## config.mk

```make
export PLATFORM = sky130hd
export DESIGN_NAME = pipe_wb_skid
export DESIGN_NICKNAME = d
export VERILOG_FILES = /design/src/rtl/pipe_wb_skid.sv
export SDC_FILE = /design/constraint.sdc
export NUM_CORES = 1
export LEC_CHECK = 0
export ABC_CLOCK_PERIOD_IN_PS = 1800
export CAP_MARGIN = 20
export CORE_UTILIZATION = 48
export DETAILED_ROUTE_END_ITERATION = 8
export GPL_TIMING_DRIVEN = 0
export HOLD_SLACK_MARGIN = 0.06
export PLACE_DENSITY = 0.79
export SLEW_MARGIN = 10
export SYNTH_ARGS = -nofsm -noshare
export SYNTH_HDL_FRONTEND = slang
export SYNTH_SLANG_ARGS = --single-unit
```

## constraint.sdc

```tcl
create_clock -name clk -period 1.8 [get_ports clk]
set_clock_uncertainty 0.05 [all_clocks]
set_input_delay 0.36 -clock clk [delete_from_list [all_inputs] [get_ports clk]]
set_output_delay 0.36 -clock clk [all_outputs]
set_load 0.02 [all_outputs]
```

## src/rtl/pipe_wb_skid.sv

```systemverilog
`default_nettype none
// ============================================================================
// Module      : pipe_wb_skid
// Description : Two-entry MEM->WB skid register with registered m_ready.
// Revision    : 1.0 - initial release
// ============================================================================
module pipe_wb_skid #(
    parameter int DW            = 32,
    parameter int RW            = 5,
    parameter int ZERO_SUPPRESS = 1
) (
    input  logic          clk,
    input  logic          reset,
    input  logic          flush,
    input  logic          m_valid,
    output logic          m_ready,
    input  logic          mwreg,
    input  logic          mm2reg,
    input  logic [DW-1:0] mmo,
    input  logic [DW-1:0] malu,
    input  logic [RW-1:0] mrn,
    output logic          w_valid,
    input  logic          w_ready,
    output logic          wwreg,
    output logic          wm2reg,
    output logic [DW-1:0] wmo,
    output logic [DW-1:0] walu,
    output logic [RW-1:0] wrn,
    output logic [DW-1:0] wres,
    output logic [1:0]    occ
);

    // Entry layout: {wreg, m2reg, mo, alu, rn}
    localparam int C_EW = 2 + 2 * DW + RW;

    logic [C_EW-1:0] r_main;
    logic [C_EW-1:0] r_skid;
    logic            r_main_vld;
    logic            r_skid_vld;

    logic            w_in_wreg;
    logic [C_EW-1:0] w_in_entry;
    logic            w_accept;
    logic            w_emit;
    logic            w_main_wreg;

    generate
        if (ZERO_SUPPRESS != 0) begin : g_zero_suppress
            assign w_in_wreg = mwreg & (mrn != '0);
        end else begin : g_no_zero_suppress
            assign w_in_wreg = mwreg;
        end
    endgenerate

    assign w_in_entry = {w_in_wreg, mm2reg, mmo, malu, mrn};
    assign w_accept   = m_valid & ~r_skid_vld;
    assign w_emit     = r_main_vld & w_ready;

    always_ff @(posedge clk) begin
        if (reset || flush) begin
            r_main     <= '0;
            r_skid     <= '0;
            r_main_vld <= 1'b0;
            r_skid_vld <= 1'b0;
        end else begin
            r_main_vld <= r_skid_vld | w_accept | (r_main_vld & ~w_ready);
            if (w_emit && r_skid_vld) begin
                // Full: accept is blocked, skid entry advances into main
                r_main     <= r_skid;
                r_skid     <= '0;
                r_skid_vld <= 1'b0;
            end else if (w_accept && (!r_main_vld || w_emit)) begin
                r_main <= w_in_entry;
            end else if (w_accept) begin
                r_skid     <= w_in_entry;
                r_skid_vld <= 1'b1;
            end
        end
    end

    assign {w_main_wreg, wm2reg, wmo, walu, wrn} = r_main;

    assign wwreg   = w_main_wreg & r_main_vld;
    assign wres    = wm2reg ? wmo : walu;
    assign w_valid = r_main_vld;
    assign m_ready = ~r_skid_vld;
    assign occ     = {1'b0, r_main_vld} + {1'b0, r_skid_vld};

endmodule
`default_nettype wire
```

## Word-level counts from Yosys, hierarchy flattened

Cells that the tools add are included.

- Equality and inequality tests: 0
- Order comparisons: 0
- Multiplexer cells: 3
- Bitwise operators: 10
- $mul: 0
- Reductions and logical operators: 9
- Div/mod/pow operators: 0
- $add $sub $neg: 1
- Shift-type cells: 0

Operators with widths:

| operator | count |
|---|---|
| 2-to-1 mux 71 bit | 2 |
| 2-to-1 mux 32 bit | 1 |
| bitwise AND 1 bit | 5 |
| nonzero test 5 bit | 1 |
| NOT 1 bit | 3 |
| adder 1 x 1 -> 2 bit | 1 |
| logical AND 1 bit | 2 |
| logical OR 1 bit | 2 |
| OR 1 bit | 2 |
| AND reduction 2 bit | 1 |
| nonzero test 2 bit | 1 |
| OR reduction 2 bit | 1 |
| zero test 1 bit | 1 |

- Output and inout port bits: 107
- Latch bits: 0
- Input port bits: 76
- Memory bits (writable): 0
- Memories: 0
- Flip-flop bits (word level): 144
- Memory bits (read-only): 0

## Depth between registers and ports, before layout

- Depth in word-level cells: 5
- Depth in mapped cells: 6

## Worst setup path before layout

No wires, ideal clock.

- Path kind: reg2out
- Start: register r_main[69]
- End: output port wres[10]
- Arrival: 1.282 ns
- Path buffers: 2
- Slack: 0.108 ns
- Stages on the path, launching flop included: 4
- Data required time: 1.390 ns
- Path through: dfxtp_1 clkbuf_1 buf_2 mux2_2

- Word-level cells in the longest chain between the ends: 1

RTL lines:

| element | RTL line | text |
|---|---|---|
| start: declaration | 36 | `logic [C_EW-1:0] r_main;` |
| start signal: assignment | 69 | `r_main <= r_skid;` |
| start signal: assignment | 73 | `r_main <= w_in_entry;` |
| 2-to-1 mux 32 bit | 84 | `assign wres = wm2reg ? wmo : walu;` |
| end: declaration | 29 | `output logic [DW-1:0] wres,` |

Every way passes these cells.

## Final worst setup path

- Start: register r_main[69]
- End: output port wres[22]

Same word-level chain as after synthesis.

==> flow_summary.ini <==
[outcome]
outcome = finished, violations left
violations = setup timing

[timing]
worst_pin_slew_ps = 625.5
rsz0062_at_grt = yes
setup_violations = 32
fin_crit_sh_pct = 109.3
tns_ps = -4643
fin_ws_ps = -167.5
finalHoldViolCount = 0
slew_headroom_pct = 58.30
slew_viol_final = 0
fmax_mhz = 508.3
min_period_ps = 1968

[routing]
routed_wl_um = 18440
ant_nets = 0
drtIter0Drc = 347
drt-pass1-iter-count = 5
dr_wl_met2_um = 8880
wl_met1_um = 8169
routed.top_layer = met4
num_vias = 5901
wl_per_cell_um = 16.16
viasPerCell = 5.172
drc = 0
wl_met3_um = 1184

[hold_path]
hold_class = flop to flop

[clock_tree]
cts_max_level = 4
ctsHoldBuffers = 0
clkTransAtPathRegs_ps = 60
clk-insertion-delay-late_ps = 420
clk_path_buf_depth = 2
tritoncts = done
cts_buffers = 17
cts_sinks = 144
cts_root_buffer = clkbuf_16

[layout]
n_antenna_cell = 0
final_area_um2 = 9429
area_delta_synth_final_pct = 43.90
final_nets = 1029
final_layout_size_suffix_gt1_share_pct = 29.43
stdcell_count = 1141

[critical_path]
worstPathArrival_ps = 1560
slowest_delay_ps = 350
cpMostUsedCell = clkbuf_16
cpMaxStageDelayCell = dfxtp_2
crit_type = flop to output pin
cp_data_required_time_ps = 1390
crit_fanout = 7
crit_family = buffers and inverters
worst-path-buf-inv = 3
end_kind = output pin
startpoint_type = flop
worstPathCellList = clkbuf_16 -> clkbuf_16 -> mux2_4 -> buf_6

[yosys]
synth_edf_count = 0
syn_avg_cell_area_um2 = 8.784
syn_inst = 746
ys_async_sr_fraction_pct = 0
ys_warn_count = 0
synthFlopType = dfxtp_1
netlist_area_um2 = 6553
ys_seq_elements = 144
synth_fp_nets = 823
ys_types = 24
yosysSeqAreaShare_pct = 43.99

[floorplanning]
die_height_um = 118.8
design.core.area_um2 = 13300
io_pins = 183
start_util_pct = 49.28
fp.dieW_um = 118.8
dieArea_um2 = 14120
rows = 42

[place]
routabilityCongestion = 0.7839
postPlaceCellArea_um2 = 8594
dp_cells = 1104
dp_hpwl_um = 12200
portBuffers = 182
post-place-ws_ps = -648.4

[pwr]
power_density_nw_per_um2 = 822.0
power.leakage_nw = 3.815
p_clk_share_pct = 45.2
switchingPower_mw = 1.796
combinationalPowerShare_pct = 12.2
seq_power_share_pct = 42.6
irDropWorstVdd_mv = 0.5268
switching_share_pct = 23.18
total_power_mw = 7.750
p_int_mw = 5.954

[global_route]
grt_usage_pct = 26.50
grt_max_degree = 17
grt_pass1_vias = 5821
antenna_found_initial = 0
gr-total-overflow = 0
grt_pass1_wl_um = 29200

[flow_run]
drv_cap = 0
==> cell families after synthesis <==
family	after synthesis	synth area share (%)
AO/OA/AOI/OAI	218	23.62
adder cells (fa/ha/maj)	1	0.1909
buffers and inverters	128	13.48
flip-flops	144	43.99
multiplexers	32	5.499
AND/OR/NAND/NOR	223	13.21
==> layer usage <==
metal | GRT usage [%] | vias to the layer above
li1 | - | 2890
met5 | 0 | -
met3 | 6.513 | 19
met1 | 32.89 | 2788
met4 | 9.652 | 0
met2 | 44.48 | 204
==> stage by stage <==
| step | hold slack [ps] | utilization, % |
|---|---|---|
| after floorplan | 386.7 | - |
| after global placement | 393.2 | 64.64 |
| after detailed placement | 399.5 | 64.64 |
| after CTS | 407.4 | 68.32 |
| after global routing | 430.4 | 70.92 |
| final | 406.5 | 70.92 |
==> final cells by class <==
class                   count  area [um^2]
multi-input cells         474         2907
plain buffers             127        958.4
inverters                   1        3.754
clock inverters             5        75.07
fillers                  1103         3866
clock buffers              27        513.0
flip-flops and latches    144         2887
repair buffers            187         1866
well taps                 176        220.2
==> sequential cells by signal, indices dropped and copies added (netlist names) <==
signal,flops
r_skid,71
r_skid_vld,1
r_main,71
w_valid,1
==> Yosys cell counts, types with 2 or more instances <==
cell type  instances  area, um^2
clkbuf_1          14       52.55
nand2_1          212       795.8
a22oi_1           71       533.0
buf_6             15       168.9
mux2_2            32       360.4
o211ai_1           2       15.01
a21oi_1           74       370.4
buf_1              8       30.03
a21oi_2           70       613.1
buf_2             19       95.09
dfxtp_1          144        2883
and2_1             3       18.77
buf_4             71       533.0
==> power by group through the flow <==
stage	clock [mW]	sequential, mW	combinational [mW]
2_1_floorplan	0	3.35	0.492
3_3_place_gp	0	3.36	0.920
3_5_place_dp	0	3.36	0.926
4_1_cts	3.54	3.30	0.895
5_1_grt	3.69	3.31	1.01
6_report	3.50	3.30	0.949
==> worst reg2reg max path, cell delays in order, from the launching register on <==
cell	delay, ps
dfxtp_2	380
and3_1	170
buf_4	170
buf_1	460
a22oi_1	180
a21oi_1	180
==> path summary, 6_finish.rpt <==
path	depth (start not counted)	to	slack [ps]	from
worst min register to register	2	r_main[3]$_SDFFE_PP0P_	410	r_main[3]$_SDFFE_PP0P_
worst max-delay path	4	wres[22]	-170	r_main[69]$_SDFFE_PP0P_
worst min-delay path	2	r_main[3]$_SDFFE_PP0P_	410	r_main[3]$_SDFFE_PP0P_
worst max register to register	5	r_main[68]$_SDFFE_PP0P_	130	r_skid_vld$_SDFFE_PP0P_
==> cells in the final DEF, fill, tap and decap left out, types with 5 or more instances in the layout <==
master | netlist | final
a21oi_2 | 70 | 70
dlygate4sd2_1 | 0 | 73
nand2_1 | 212 | 212
a21oi_1 | 74 | 74
buf_2 | 19 | 15
clkbuf_1 | 14 | 14
dfxtp_1 | 144 | 141
buf_6 | 15 | 47
clkdlybuf4s50_1 | 0 | 75
a22oi_1 | 71 | 71
clkbuf_8 | 0 | 5
clkbuf_2 | 0 | 6
buf_1 | 8 | 6
clkbuf_16 | 0 | 20
mux2_4 | 0 | 32
buf_4 | 71 | 72
==> what timing repair did <==
| action | in CTS | in global routing |
|---|---|---|
| buffers inserted | 2 | 0 |
| endpoints found under the setup margin | 107 | 54 |
| gates cloned | 1 | 2 |
| gates resized for setup | 237 | 100 |
Note: power is estimated with default switching activity, not from simulation.
